==> config.mk <==
export PLATFORM = sky130hd
export DESIGN_NAME = coke_controller
export DESIGN_NICKNAME = d
export VERILOG_FILES = /design/src/rtl/coke_controller.sv
export SDC_FILE = /design/constraint.sdc
export NUM_CORES = 1
export LEC_CHECK = 0
export ABC_AREA = 0
export BUFFER_PORTS_ARGS = -buffer_cell sky130_fd_sc_hd__buf_4
export CAP_MARGIN = 20
export CORE_UTILIZATION = 30
export DETAILED_ROUTE_END_ITERATION = 10
export PLACE_DENSITY = 0.49
export SETUP_SLACK_MARGIN = 0.1
export SLEW_MARGIN = 0
export SYNTH_ARGS = -nofsm -noshare
export SYNTH_HDL_FRONTEND = slang
export SYNTH_SLANG_ARGS = --single-unit
==> constraint.sdc <==
create_clock -name clk -period 3.65 [get_ports clk]
set_clock_uncertainty 0.1 [all_clocks]
set_input_delay 0.365 -clock clk [delete_from_list [all_inputs] [get_ports clk]]
set_output_delay 0.365 -clock clk [all_outputs]
set_load 0.005 [all_outputs]
==> src/rtl/coke_controller.sv <==
`timescale 1ns/1ps
// coke_controller: sequencing controller for the coke-machine interface.
// Tracks customer credit in nickels, runs the dispense / bill-mover /
// change-maker 4-phase handshakes and drives the lights and price.
module coke_controller #(
    parameter int unsigned BILL_VALUE  = 20,
    parameter int unsigned ACK_TIMEOUT = 1023
) (
    input  logic       clk,
    input  logic       rst_n,
    input  logic [7:0] price,
    input  logic [5:0] empty,
    input  logic [5:0] press,
    input  logic       insq,
    input  logic       insd,
    input  logic       insn,
    input  logic [2:0] numq,
    input  logic [2:0] numd,
    input  logic [2:0] numn,
    input  logic       billsns,
    input  logic       billok,
    input  logic       billng,
    input  logic       cnret,
    input  logic       billack,
    input  logic       dispack,
    input  logic       chgack,
    output logic [7:0] cost,
    output logic [5:0] disp,
    output logic [5:0] elight,
    output logic       insack,
    output logic       chgcom,
    output logic       retins,
    output logic       chgq,
    output logic       chgd,
    output logic       chgn,
    output logic       billin,
    output logic       billout,
    output logic       nochg,
    output logic       billlt,
    output logic [7:0] credit
);

    localparam int unsigned CW = 8;
    localparam int unsigned SW = CW + 1;
    localparam int unsigned TW = $clog2(ACK_TIMEOUT + 1);

    typedef enum logic [3:0] {
        S_IDLE,
        S_COIN_ACK,
        S_BILL_IN,
        S_BILL_WAIT,
        S_BILL_OUT,
        S_VEND_REQ,
        S_VEND_REL,
        S_COMMIT,
        S_RET,
        S_CHG_SEL,
        S_CHG_REQ,
        S_CHG_REL
    } state_t;

    state_t        state, state_n;
    logic          rel, rel_n;          // handshake phase: 1 = waiting for ACK to fall
    logic          billed, billed_n;
    logic [CW-1:0] credit_n;
    logic [TW-1:0] tmo, tmo_n;
    logic [5:0]    disp_n;
    logic          insack_n, chgcom_n, retins_n;
    logic          chgq_n, chgd_n, chgn_n, billin_n, billout_n;

    logic [5:0]    sel;
    logic          sel_hit;
    logic [CW-1:0] coin_val;
    logic [CW-1:0] pay;
    logic [SW-1:0] coin_sum;
    logic [SW-1:0] bill_sum;
    logic          waiting;
    logic          progress;

    // Lowest pressed button whose slot still has product.
    always_comb begin
        sel     = '0;
        sel_hit = 1'b0;
        for (int i = 0; i < 6; i++) begin
            if (!sel_hit && press[i] && !empty[i]) begin
                sel[i]  = 1'b1;
                sel_hit = 1'b1;
            end
        end
    end

    // Credit arithmetic helpers: coin value (Q > D > N), paid change coin, sums.
    always_comb begin
        coin_val = insq ? CW'(5) : insd ? CW'(2) : insn ? CW'(1) : CW'(0);
        pay      = chgq ? CW'(5) : chgd ? CW'(2) : CW'(1);
        coin_sum = SW'(credit) + SW'(coin_val);
        bill_sum = SW'(credit) + SW'(BILL_VALUE);
        waiting  = state inside {S_BILL_IN, S_BILL_WAIT, S_BILL_OUT, S_VEND_REQ,
                                 S_VEND_REL, S_COMMIT, S_RET, S_CHG_REQ, S_CHG_REL};
    end

    // Next-state and next-output logic.
    always_comb begin
        state_n   = state;
        rel_n     = rel;
        credit_n  = credit;
        billed_n  = billed;
        disp_n    = disp;
        insack_n  = insack;
        chgcom_n  = chgcom;
        retins_n  = retins;
        chgq_n    = chgq;
        chgd_n    = chgd;
        chgn_n    = chgn;
        billin_n  = billin;
        billout_n = billout;
        progress  = 1'b0;
        tmo_n     = '0;

        unique case (state)
            S_IDLE: begin
                rel_n = 1'b0;
                if (cnret && credit != '0) begin
                    if (billed) begin
                        chgcom_n = 1'b1;
                        state_n  = S_COMMIT;
                    end else begin
                        retins_n = 1'b1;
                        state_n  = S_RET;
                    end
                end else if (sel_hit && credit >= cost) begin
                    disp_n  = sel;
                    state_n = S_VEND_REQ;
                end else if (billsns && billlt) begin
                    billin_n = 1'b1;
                    state_n  = S_BILL_IN;
                end else if (insq || insd || insn) begin
                    state_n = S_COIN_ACK;
                end
            end

            S_COIN_ACK: begin
                if (!insack) begin
                    if (coin_val != '0) begin
                        credit_n = (coin_sum > SW'(255)) ? CW'(255) : coin_sum[CW-1:0];
                        insack_n = 1'b1;
                    end else begin
                        state_n = S_IDLE;
                    end
                end else if (!(insq || insd || insn)) begin
                    insack_n = 1'b0;
                    state_n  = S_IDLE;
                end
            end

            S_BILL_IN: begin
                if (!rel) begin
                    if (billack) begin
                        billin_n = 1'b0;
                        rel_n    = 1'b1;
                    end
                end else if (!billack) begin
                    rel_n   = 1'b0;
                    state_n = S_BILL_WAIT;
                end
            end

            S_BILL_WAIT: begin
                if (billok && bill_sum <= SW'(255)) begin
                    credit_n = bill_sum[CW-1:0];
                    billed_n = 1'b1;
                    state_n  = S_IDLE;
                end else if (billok || billng) begin
                    billout_n = 1'b1;
                    state_n   = S_BILL_OUT;
                end
            end

            S_BILL_OUT: begin
                if (!rel) begin
                    if (billack) begin
                        billout_n = 1'b0;
                        rel_n     = 1'b1;
                    end
                end else if (!billack) begin
                    rel_n   = 1'b0;
                    state_n = S_IDLE;
                end
            end

            S_VEND_REQ: begin
                if (dispack) begin
                    disp_n  = '0;
                    state_n = S_VEND_REL;
                end
            end

            S_VEND_REL: begin
                if (!dispack) begin
                    if (credit >= cost) begin
                        credit_n = credit - cost;
                    end
                    billed_n = 1'b0;
                    chgcom_n = 1'b1;
                    state_n  = S_COMMIT;
                end
            end

            S_COMMIT: begin
                if (!rel) begin
                    if (chgack) begin
                        chgcom_n = 1'b0;
                        rel_n    = 1'b1;
                    end
                end else if (!chgack) begin
                    rel_n   = 1'b0;
                    state_n = S_CHG_SEL;
                end
            end

            S_RET: begin
                if (!rel) begin
                    if (chgack) begin
                        retins_n = 1'b0;
                        rel_n    = 1'b1;
                    end
                end else if (!chgack) begin
                    rel_n    = 1'b0;
                    credit_n = '0;
                    state_n  = S_IDLE;
                end
            end

            S_CHG_SEL: begin
                if (credit >= CW'(5) && numq != '0) begin
                    chgq_n  = 1'b1;
                    state_n = S_CHG_REQ;
                end else if (credit >= CW'(2) && numd != '0) begin
                    chgd_n  = 1'b1;
                    state_n = S_CHG_REQ;
                end else if (credit >= CW'(1) && numn != '0) begin
                    chgn_n  = 1'b1;
                    state_n = S_CHG_REQ;
                end else begin
                    // Unpayable residue is forfeited.
                    credit_n = '0;
                    billed_n = 1'b0;
                    state_n  = S_IDLE;
                end
            end

            S_CHG_REQ: begin
                if (chgack) begin
                    if (credit >= pay) begin
                        credit_n = credit - pay;
                    end
                    chgq_n  = 1'b0;
                    chgd_n  = 1'b0;
                    chgn_n  = 1'b0;
                    state_n = S_CHG_REL;
                end
            end

            S_CHG_REL: begin
                if (!chgack) begin
                    state_n = S_CHG_SEL;
                end
            end

            default: begin
                state_n = S_IDLE;
            end
        endcase

        progress = (state_n != state) || (rel_n != rel);

        // Abort a stalled handshake; credit is kept.
        if (waiting && !progress && tmo == TW'(ACK_TIMEOUT - 1)) begin
            disp_n    = '0;
            chgcom_n  = 1'b0;
            retins_n  = 1'b0;
            chgq_n    = 1'b0;
            chgd_n    = 1'b0;
            chgn_n    = 1'b0;
            billin_n  = 1'b0;
            billout_n = 1'b0;
            rel_n     = 1'b0;
            state_n   = S_IDLE;
        end

        if (waiting && state_n == state && rel_n == rel) begin
            tmo_n = tmo + TW'(1);
        end
    end

    // State, credit and registered outputs.
    always_ff @(posedge clk or negedge rst_n) begin
        if (!rst_n) begin
            state   <= S_IDLE;
            rel     <= 1'b0;
            tmo     <= '0;
            credit  <= '0;
            billed  <= 1'b0;
            cost    <= '0;
            disp    <= '0;
            elight  <= '0;
            insack  <= 1'b0;
            chgcom  <= 1'b0;
            retins  <= 1'b0;
            chgq    <= 1'b0;
            chgd    <= 1'b0;
            chgn    <= 1'b0;
            billin  <= 1'b0;
            billout <= 1'b0;
            nochg   <= 1'b0;
            billlt  <= 1'b0;
        end else begin
            state   <= state_n;
            rel     <= rel_n;
            tmo     <= tmo_n;
            credit  <= credit_n;
            billed  <= billed_n;
            cost    <= (state == S_IDLE) ? price : cost;
            disp    <= disp_n;
            elight  <= empty;
            insack  <= insack_n;
            chgcom  <= chgcom_n;
            retins  <= retins_n;
            chgq    <= chgq_n;
            chgd    <= chgd_n;
            chgn    <= chgn_n;
            billin  <= billin_n;
            billout <= billout_n;
            nochg   <= (numn == '0);
            billlt  <= (numn != '0) && (state == S_IDLE);
        end
    end

endmodule

---- Word-level counts from Yosys, hierarchy flattened ----
Cells that the tools add are included.
storage, ports and cells
  register bits ........................... 54
  bits of input ports ..................... 41
  output and inout port bits .............. 38
  logic and storage cells ................. 259
operators by class
  add/subtract/negate cells ............... 5
  order comparisons ....................... 7
  equal/unequal tests ..................... 53
  muxes and demuxes ....................... 109
  reduce and logical (&&, ||, !) cells .... 67
operators by type and width
  operator                                                                 count
  8-bit two-way mux                                                        13
  4-bit two-way mux                                                        25
  1-bit two-way mux                                                        50
  4-bit case mux with 12 select lines                                      1
  8-bit case mux with 6 select lines                                       1
  3-bit by 2-bit inequality test with 1-bit output, second input constant  12
  3-bit inequality test, second input constant                             12
  3-bit nonzero test                                                       9
  6-bit two-way mux                                                        4
  1-bit logical AND                                                        23
  2-bit inequality test, second input constant                             9
  6-bit AND reduction                                                      3
  4-bit by 3-bit equality test with 1-bit output, second input constant    4
  4-bit equality test, second input constant                               4
  8-bit nonzero test                                                       2
  5-bit AND reduction                                                      3
  13-bit AND reduction                                                     1
  1-bit zero test                                                          12
  1-bit case mux with 2 select lines                                       6
  6-bit case mux with 2 select lines                                       1
  10-bit by 1-bit adder with 10-bit output, second input constant          1
  10-bit equality test, second input constant                              1
  10-bit two-way mux                                                       1
  8-bit by 3-bit adder with 9-bit output                                   1
  other kinds (30)                                                         42

---- Logic depth before layout (Yosys ltp) ----
Gate-level depths: netlist (run 1).
  depth in word-level cells ............... 37
  mapped depth ............................ 13
  gate-level depth less buffers ........... 13

---- Worst setup path after synthesis (run 1) ----
Ideal clock, no wire load.
  path type ............................... flip-flop to flip-flop
  start ................................... reg credit[3]
  end ..................................... reg tmo[2]
  library setup time ...................... 69 ps
  data arrival time ....................... 2,805 ps
  data required time ...................... 3,481 ps
  setup slack ............................. 676 ps
  cell stages (with the launch flop) ...... 12
  path buffers ............................ 2
  clock period less this slack ............ 2,974 ps
  path through ............................ dfrtp_1 clkbuf_1 inv_1 ha_1 or3b_2 o211ai_1 or2_2 and4_1 a21oi_1 or4_4 buf_6 nor2_2
on the way
  cells in the longest elaborated chain, start to end .. 16
  elaborated cells on any way between the ends .. 32
  classes of those cells .................. 1 x add/sub; 5 x order compare; 3 x eq/ne; 10 x mux; 13 x reduce/logical
ends and longest elaborated chain
  what                                                                                            line  RTL
  start, declared                                                                                 40    output logic [7:0] credit
  start signal, assigned                                                                          321   credit <= credit_n;
  parallel branches: the longest is 5 deep, another holds 8-bit by 5-bit adder with 9-bit output  -
  4-bit case mux with 12 select lines (*)                                                         120   unique case (state)
  4-bit inequality test                                                                           275   progress = (state_n != state) || (rel_n != rel);
  1-bit logical OR                                                                                275
  1-bit zero test                                                                                 278   if (waiting && !progress && tmo == TW'(ACK_TIMEOUT - 1)) begin
  1-bit logical AND (2 in series)                                                                 278
  4-bit two-way mux                                                                               278
  4-bit equality test                                                                             291   if (waiting && state_n == state && rel_n == rel) begin
  1-bit logical AND                                                                               291
  1-bit logical AND (*)                                                                           291
  10-bit two-way mux (*)                                                                          291
  via tmo_n[2]                                                                                    66    logic [TW-1:0] tmo, tmo_n;
  end signal, assigned                                                                            320   tmo <= tmo_n;
  end, declared                                                                                   66
Mark *: on every way through the listed nets, which the timed path passes.
A chain may end at the register's enable or synchronous reset.

---- Final worst setup path (run 1) ----
  start ................................... reg credit[0]
  end ..................................... reg disp[3]
on the way
  cells in the longest elaborated chain, start to end .. 13
  elaborated cells on any way between the ends .. 31
  classes of those cells .................. 1 x add/sub; 5 x order compare; 4 x eq/ne; 8 x mux; 13 x reduce/logical
ends and longest elaborated chain
  what                                                                                             line  RTL
  parallel branches: the longest is 13 deep, another holds 8-bit by 5-bit adder with 9-bit output  -
  end signal, assigned                                                                             324   disp <= disp_n;
  end, declared                                                                                    28    output logic [5:0] disp,
Parallel ways; which one is timed is not known.

==> metrics.txt, run 1 <==
FFs w/ async S/R, synth=100%; GRT Residual Overflow=0; die area=0.0137 mm²; fillers=approximately 1300; initial antenna violation count=0; DR vias/cell=between 5 and 6; DIE WIDTH=around 120 µm; dpl ws=~0.34 ns; HPWL Detailed=~8.9 mm; mapped cell area=a little under 0.004 mm²; Seq/Total Area, Yosys=between 30 and 40%; Peak VDD IR=between 0.3 and 0.4 mV; Static Leak=~2.2 nW; WL/cell=~17 µm; IO buf count=slightly below 80; outcome=finished clean; crit-path cells=inv_2 -> ha_1 -> inv_1 -> fa_1 -> a21oi_1 -> a21oi_1 -> or4_1 -> a21bo_2 -> a21oi_1 -> nor3_2 -> o31ai_4 -> a22o_1; RePlAce Congestion=0.872; vias in the first global route=~3600; Longest Clk Path Bufs=2; total CTS buffers=5; number of synthesized register bits=54; first drt pass iteration count=4; most frequent CP cell=a21oi_1; Hold Crit Class=input port to async pin; crit-path max FO=6; Final Instance Area=roughly 0.0049 mm²; initial core utilization=31.1%; placed inst area=about 0.0047 mm²; Area Overhead vs Synth=23.8%; Worst-Skew Late Latency=about 0.30 ns; Core Footprint=between 0.01 and 0.015 mm²; slowest CP cell=or4_1; drc violations=0; prevailing post-synth register cell=dfrtp_1; count of final setup violators=0; area of the multi-input gates=between 0.002 and 0.0025 mm²; syn_area_per_cell=around 8.6 µm²; top cells by count, synth=dfrtp_1, nand2_1, nor2_1; Hold Buf Count CTS=0; Post-Syn Nets=approximately 530; share of the synthesized area in the top cell type=34.0%; Final Max Slew Viols=0; Crit Path Category=flip-flop to flip-flop; largest net degree at the start of global routing=55; CP Capture Type=flip-flop; count leader, synth=dfrtp_1; RSZ-0062 raised after global routing=false; Die H=~120 µm; Sink Count=between 50 and 60; Post-CTS Setup Bufs=0; CTS root buf=clkbuf_16; Hold Violations, Final=0; Vias=~3700; post-route ant nets=0; Slew @ Worst Pin=about 0.74 ns; Synth area leaders=dfrtp_1, ha_1, nand2_1, a21oi_1, nor2_1; share of layout cells above drive strength 1=a little under a quarter; fin crit share=between 80% and 90%; row count=41; Worst-path clk slew=0.08 ns; htree depth=2; CTS resizes=0; PnR worst setup slack=between 0.3 and 0.4 ns; R2R depth=12; diode count=0; Max Fclk=306 MHz; FF-to-FF setup slack=between 0.3 and 0.4 ns; worst relative slew slack=about half; final wirelength=about 12 mm; number of distinct library cells after synthesis=65; P per Cell Area=875 mW/mm²; Max-Cap Viols=0; first-pass GRT wire length=~19 mm; nets=approximately 600; synthesis warning total=0; total power=4.30 mW; Critical Path RT=3.78 ns; crit path DAT=~3.4 ns; Worst path max stage delay=0.53 ns; I/O pin total=a little under 80; drt first-iter violations=around 330; post-layout min period=~3.3 ns; CTS tree=yes; Sum Neg Setup Slack=0 ns; GRT Util Overall=between 15 and 20%; Cells after Synth=463; register area=0.00135 mm²; number of enable flip-flop cells after synthesis=0; largest area contributor in the netlist=dfrtp_1; Worst Setup Start Kind=flip-flop; Layout Utilization=approximately two fifths
==> cell usage in the layout, fill, tap and decap left out, types with 13 or more instances in the layout <==
master	instances
nand3_1	13
nor2_1	38
ha_1	20
xnor2_1	14
inv_1	21
a21oi_1	32
buf_4	90
nand2_1	46
o21ai_0	28
nor3_1	16
dfrtp_1	54
==> worst paths after layout <==
check | from | endpoint
max reg2reg | credit[0]$_DFFE_PN0P_ | disp[3]$_DFFE_PN0P_
min in group clk | empty[0] | elight[0]$_DFF_PN0_
min | rst_n | cost[6]$_DFFE_PN0P_
max in group asynchronous | rst_n | cost[5]$_DFFE_PN0P_
min reg2reg | disp[2]$_DFFE_PN0P_ | disp[2]$_DFFE_PN0P_
max | credit[0]$_DFFE_PN0P_ | disp[3]$_DFFE_PN0P_
==> metal layers <==
layer / GRT usage, % / up-vias / part of all wire, %
met5: 0 / - / 0
met4: 3.63 / 0 / 0.98
met3: 2.78 / 10 / 5.1
met2: 29.3 / 100 / 45
met1: 24.9 / 1802 / 49
li1: - / 1814 / -
==> report_power, final <==
part / switching, mW / internal, mW
clock: 0.240 / 0.325
sequential: 0.297 / 0.784
combinational: 1.48 / 1.17
total: 2.02 / 2.28
==> critical path, delay by kind of cell (launching register included) <==
kind | cells | cell delay (ns)
DFF | 1 | 0.45
and+or+nand+nor | 2 | 0.63
buffers and inverters | 2 | 0.20
adders and majority gates | 2 | 0.57
AOI/OAI and AO/OA | 6 | 1.24
==> sequential cells by signal, indices dropped and copies added, names as in the netlist, 4 cells and up <==
| signal | flops |
|---|---|
| disp | 6 |
| tmo | 10 |
| credit | 8 |
| state | 4 |
| elight | 6 |
| cost | 8 |
==> cells by family after synthesis <==
group / after synthesis / synth area share, %
and+or+nand+nor: 185 / 24.6
AOI/OAI and AO/OA: 125 / 21.4
DFF: 54 / 34.0
buffers and inverters: 45 / 5.08
xor gates and xnor gates: 26 / 5.74
adders and majority gates: 23 / 7.82
muxes: 5 / 1.32
==> through the flow <==
step                      hold slack [ns]  instances
final                              0.0131        710
after global routing               0.0693        710
after CTS                          0.0617        710
after detailed placement            0.368        702
after global placement              0.363        702
after floorplan                   -0.0306        463
==> area by class of cell <==
type	instances	area share (%)
Tap cell	172	4.38
Inverter	22	1.68
Timing Repair Buffer	90	13.8
Sequential cell	54	27.5
Multi-Input combinational cell	364	49.3
Clock buffer	6	2.62
Clock inverter	2	0.764
Power figures use the tool's default switching activity.
==> run 2, diff against run 1 <==
CELL_PAD_IN_SITES_DETAIL_PLACEMENT = 1   (was unset)
CELL_PAD_IN_SITES_GLOBAL_PLACEMENT = 1   (was unset)
MAX_ROUTING_LAYER = met4   (was unset)
PLACE_DENSITY = 0.61   (was 0.49)
==> metrics.txt, run 2 (synthesis gave the netlist of run 1 again) <==
Combinational Power Share=roughly 63%; post-layout min period=roughly 3.3 ns; largest net degree at the start of global routing=55; Hold Violations, Final=0; Static Leak=2.17 nW; CTS root buf=clkbuf_16; post-route ant nets=0; Final Max Slew Viols=0; worst r2r src=credit[3]$_DFFE_PN0P_; htree depth=2; worst relative slew slack=between 50% and 60%; NetSw=2.08 mW; final wirelength=12.7 mm; dpl ws=0.276 ns; Core Footprint=around 0.013 mm²; CP Capture Type=flip-flop; HPWL Detailed=between 9 and 10 mm; crit path DAT=3.41 ns; Crit Path Category=flip-flop to flip-flop; slowest CP cell=a2111oi_0; outcome=finished clean; Worst-Skew Late Latency=0.31 ns; Slew @ Worst Pin=around 0.73 ns; Max-Cap Viols=0; IO buf count=78; Worst path max stage delay=between 0.6 and 0.7 ns; biggest regs=tmo: 10 flops, cost: 8 flops, credit: 8 flops; Post-CTS Setup Bufs=0; drt first-iter violations=190; Sum Neg Setup Slack=0 ns; GRT Residual Overflow=0; PnR worst setup slack=approximately 0.33 ns; top sig layer=met4; RePlAce Congestion=0.898; commonest non-fill, non-tap cell in the layout=buf_4; Top delay family on crit path=simple AND/OR/NAND/NOR gates; WL/cell=between 15 and 20 µm; Cell Int Power=between 2 and 2.5 mW; GRT Util Overall=20.7%; Metal-1 WL=~6 mm; DR vias/cell=roughly 5.3; Max Fclk=~300 MHz; total CTS buffers=5; Sink Count=between 50 and 60; Die H=between 100 and 150 µm; max reg flops=10; initial core utilization=roughly 31%; count of final setup violators=0; I/O pin total=between 70 and 80; Worst Setup Start Kind=flip-flop; Area Overhead vs Synth=24.3%; sw frac=around half; first-pass GRT wire length=between 20 and 25 mm; initial antenna violation count=0; vias in the first global route=3935; share of layout cells above drive strength 1=between 20% and 30%; Vias=approximately 3800; worst hold slack=0.0142 ns; CTS tree=yes; R2R depth=9; P per Cell Area=875 mW/mm²; DIE WIDTH=117 µm; fin crit share=90.8%; diode count=0; drc violations=0; Critical Path RT=about 3.8 ns; Hold Crit Class=input port to async pin; Longest Clk Path Bufs=2; DR WL met3=between 300 and 400 µm; Worst Setup SP=credit[3]$_DFFE_PN0P_; register share of total power=between 20% and 30%; Clock power frac=roughly an eighth; first drt pass iteration count=4; Peak VDD IR=approximately 0.33 mV; RSZ-0062 raised after global routing=false; Worst-path clk slew=approximately 0.080 ns; most frequent cells in the layout=buf_4, dfrtp_1, nand2_1; nets=between 600 and 700; die area=0.0137 mm²; Largest Register=tmo; met2 wire length=between 6 and 7 mm; Worst R2R End=credit[1]$_DFFE_PN0P_; crit-path cells=buf_4 -> ha_1 -> nor4b_1 -> nand3_1 -> a2111oi_0 -> o21ai_0 -> and4_1 -> nand2_1 -> mux2_2; FF-to-FF setup slack=between 0.3 and 0.4 ns; row count=a little over 40; crit-path max FO=13; Crit path buffers/inverters=1
run 2: cell types whose count changed in the layout (fill, tap and decap cells not counted), sizes merged:
cell | previous run | this run
buf | 90 | 94
bufinv | 1 | 0
clkbuf | 6 | 5
inv | 22 | 24
run 2: layer usage:
metal  vias up  global-route usage, %
met5         -                      -
met4         0                   5.06
met3        13                   2.68
met2        55                   34.1
met1      1860                   26.9
li1       1834                      -
run 2: worst reg2reg max path, delay by kind of cell (launching register included):
| family | cells | cell delay (ns) |
|---|---|---|
| compound gates | 2 | 0.90 |
| fa+ha+maj | 1 | 0.19 |
| buf+inv | 1 | 0.19 |
| flops | 1 | 0.39 |
| mux | 1 | 0.35 |
| simple gates | 4 | 1.09 |
run 2: area by class of cell:
class	count	area, µm²
clock inverters	3	27.5
fillers	1522	7840
multi-input cells	364	2420
flip-flops and latches	54	1350
clock buffers	5	125
repair buffers	94	706
inverters	22	82.6
well taps	172	215
run 2: what timing repair did:
| item | 4_1_cts | 5_1_grt |
|---|---|---|
| gates resized for setup | 0 | 2 |
| endpoints found under the setup margin | 0 | 8 |
| hold buffers | 0 | 0 |
run 2: power by group through the flow:
| stage | combinational, mW | clock (mW) | sequential (mW) |
|---|---|---|---|
| 2_1_floorplan | 1.91 | 0 | 0.946 |
| 3_3_place_gp | 2.65 | 0 | 1.10 |
| 3_5_place_dp | 2.69 | 0 | 1.10 |
| 4_1_cts | 2.71 | 0.540 | 1.09 |
| 5_1_grt | 3.01 | 0.562 | 1.13 |
| 6_report | 2.70 | 0.527 | 1.09 |
run 2: worst max path at each step:
stage                            endpoint  slack (ns)  cells after the start
finish              credit[1]$_DFFE_PN0P_        0.33                      9
global route        credit[1]$_DFFE_PN0P_        0.11                      9
CTS                   disp[3]$_DFFE_PN0P_        0.24                     12
detailed placement    disp[3]$_DFFE_PN0P_        0.28                     12
global placement    credit[1]$_DFFE_PN0P_        0.35                      9
floorplan                tmo[2]$_DFF_PN0_        0.68                     11
run 2: per-stage QoR:
stage               total power [mW]  util [%]  std cells  area (µm²)
floorplan                       2.85         -        463        3970
detailed placement              3.79      37.4        706        4780
finish                          4.32      38.6        714        4930
global route                    4.70      38.6        714        4930
global placement                3.75      37.4        706        4780
CTS                             4.34      38.6        714        4930
==> run 3, diff against run 2 <==
ABC_AREA = 1   (was 0)
BUFFER_PORTS_ARGS = -buffer_cell sky130_fd_sc_hd__buf_2   (was -buffer_cell sky130_fd_sc_hd__buf_4)
PLACE_DENSITY = 0.63   (was 0.61)
==> metrics.txt, run 3 <==
total CTS buffers=5; Sum Neg Setup Slack=0 ns; htree depth=2; Worst Setup Start Kind=flip-flop; P per Cell Area=~870 mW/mm²; fillers=1757; share of layout cells above drive strength 1=about 23%; Final Max Slew Viols=0; top cells by count, synth=nand2_1, inv_1, dfrtp_1; number of synthesized register bits=54; commonest non-fill, non-tap cell in the layout=nand2_1; crit-path max FO=10; Largest Register=tmo; crit path DAT=between 3 and 4 ns; Combinational Power Share=a little over three fifths; RePlAce Congestion=0.903; Hold Violations, Final=0; biggest regs=tmo: 10 flops, cost: 8 flops, credit: 8 flops; Metal-1 WL=between 6 and 7 mm; Area Overhead vs Synth=18.6%; outcome=finished clean; DR WL met3=649 µm; mapped cell area=between 0.004 and 0.005 mm²; nets=740; IO buf count=78; GRT Util Overall=between 20% and 30%; Final Instance Area=0.00498 mm²; placed inst area=around 0.0048 mm²; synthesis warning total=0; Peak VDD IR=approximately 0.29 mV; Layout Utilization=37.0%; Die H=120 µm; Critical Path RT=around 3.8 ns; worst relative slew slack=about 64%; fin crit share=between 80 and 90%; CTS root buf=clkbuf_16; most frequent cells in the layout=nand2_1, inv_1, buf_2; DIE WIDTH=between 100 and 150 µm; die area=between 0.01 and 0.015 mm²; Crit Path Category=flip-flop to flip-flop; Max-Cap Viols=0; count of final setup violators=0; NetSw=2.28 mW; Core Footprint=0.0135 mm²; initial antenna violation count=0; top sig layer=met4; drc violations=0; Clock power frac=a little over an eighth; Post-Syn Nets=657; area of the multi-input gates=0.00245 mm²; count leader, synth=nand2_1; largest area contributor in the netlist=dfrtp_1; vias in the first global route=4450; Slew @ Worst Pin=between 0.5 and 0.6 ns; register share of total power=about a quarter; sw frac=52.5%; prevailing post-synth register cell=dfrtp_1; total power=around 4.3 mW; Worst-Skew Late Latency=0.31 ns; first-pass GRT wire length=about 23 mm; first drt pass iteration count=4; HPWL Detailed=approximately 11 mm; largest net degree at the start of global routing=38; Static Leak=between 2 and 3 nW; row count=42; post-layout min period=3.17 ns; syn_area_per_cell=roughly 7 µm²; Hold Crit Class=input port to flip-flop; WL/cell=~16 µm; RSZ-0062 raised after global routing=false; met2 wire length=about 6.2 mm; I/O pin total=79; Max Fclk=about 320 MHz; drt first-iter violations=about 200; post-route ant nets=0; Seq/Total Area, Yosys=about a third; Longest Clk Path Bufs=2; Sink Count=54; Synth area leaders=dfrtp_1, nand2_1, inv_1, ha_1, a21oi_1; Cell Int Power=around 2.1 mW; share of the synthesized area in the top cell type=between 30% and 40%; max reg flops=10; CTS tree=yes; FFs w/ async S/R, synth=100%; register area=between 0.001 and 0.0015 mm²; CP Capture Type=flip-flop; GRT Residual Overflow=0; DR vias/cell=slightly below 5; Worst-path clk slew=0.08 ns; Post-CTS Setup Bufs=0; final wirelength=14.1 mm; Vias=4219; diode count=0; Cells after Synth=roughly 600; number of enable flip-flop cells after synthesis=0; number of distinct library cells after synthesis=~50; initial core utilization=31.2%
[run 3: cell types whose count changed after synthesis, sizes merged, moves of 7 or more]
cell,delta
nor2b,-11
nand3,+21
nor2,+22
xnor2,-10
inv,+71
o21ai,+13
nand2b,-8
nand2,+121
a21o,-11
nor3,-7
buf,-9
clkbuf,-7
a31oi,-9
[run 3: metal layers]
metal  track usage [%]  vias up
li1                  -     2072
met1              29.2     2025
met2              32.5      106
met3              3.30       16
met4              5.48        0
met5                 -        -
[run 3: power by group through the flow]
stage	Sequential, mW	Combinational, mW	Clock [mW]
global placement	1.05	2.67	0
CTS	1.05	2.72	0.589
finish	1.05	2.72	0.576
detailed placement	1.06	2.70	0
floorplan	0.977	1.91	0
global route	1.09	3.09	0.607
[run 3: layout make-up]
cell class | instances | area share [%]
multi-input combinational | 438 | 49.2
clock inverter | 2 | 0.754
tap | 176 | 4.42
sequential | 54 | 27.1
inverter | 94 | 7.19
clock buffer | 6 | 2.59
timing repair buffer | 83 | 8.65
[run 3: path summary, 6_finish.rpt]
path                                        from                   to  slack (ns)  depth (start not counted)
max                        credit[0]$_DFFE_PN0P_     tmo[0]$_DFF_PN0_        0.48                         23
min                                     empty[0]  elight[0]$_DFF_PN0_        0.08                          1
max reg2reg                credit[0]$_DFFE_PN0P_     tmo[0]$_DFF_PN0_        0.48                         23
min reg2reg                  disp[4]$_DFFE_PN0P_  disp[4]$_DFFE_PN0P_        0.41                          2
max in group asynchronous                  rst_n   state[3]$_DFF_PN0_        2.13                          3
min in group asynchronous                  rst_n  cost[1]$_DFFE_PN0P_        0.44                          2
[run 3: kinds of logic (layout without fill, tap and decap cells)]
logic type                 after synthesis  after routing  share of synthesized area [%]
adders and majority gates               23             23                           7.39
and+or+nand+nor                        300            300                           33.9
xor gates and xnor gates                13             13                           2.71
DFF                                     54             54                           32.2
buffers and inverters                  101            185                           9.54
AOI/OAI and AO/OA                      102            102                           14.3
[run 3: worst max-delay path, stage by stage, from the launching register on]
cell     delay, ns
dfrtp_1       0.46
inv_1         0.15
ha_1          0.16
inv_1         0.06
fa_1          0.40
nand3_1       0.09
nand2_1       0.10
nand2_1       0.07
nand3_1       0.09
nand2_1       0.17
nand2_1       0.07
nand2_1       0.06
nand2_1       0.07
nand2_1       0.08
nand2_1       0.07
nand2_1       0.08
inv_2         0.04
nand2_4       0.13
nand2_1       0.11
nand2_1       0.10
nand2_1       0.06
nor2_2        0.14
nand2_4       0.14
nor2_2        0.11
[run 3: per-stage QoR]
step,hold slack [ns],instances,setup slack [ns]
after floorplan,-0.0306,593,0.935
after global placement,0.266,844,0.613
after detailed placement,0.266,844,0.451
after CTS,0.0696,853,0.423
after global routing,0.0684,853,0.152
final,0.0775,853,0.481
[run 3: repair_timing]
| item | 4_1_cts | 5_1_grt |
|---|---|---|
| endpoints found under the setup margin | 0 | 1 |
| hold endpoints to repair | 17 | 0 |
| resized for setup | 0 | 1 |
| hold buffers | 1 | 0 |
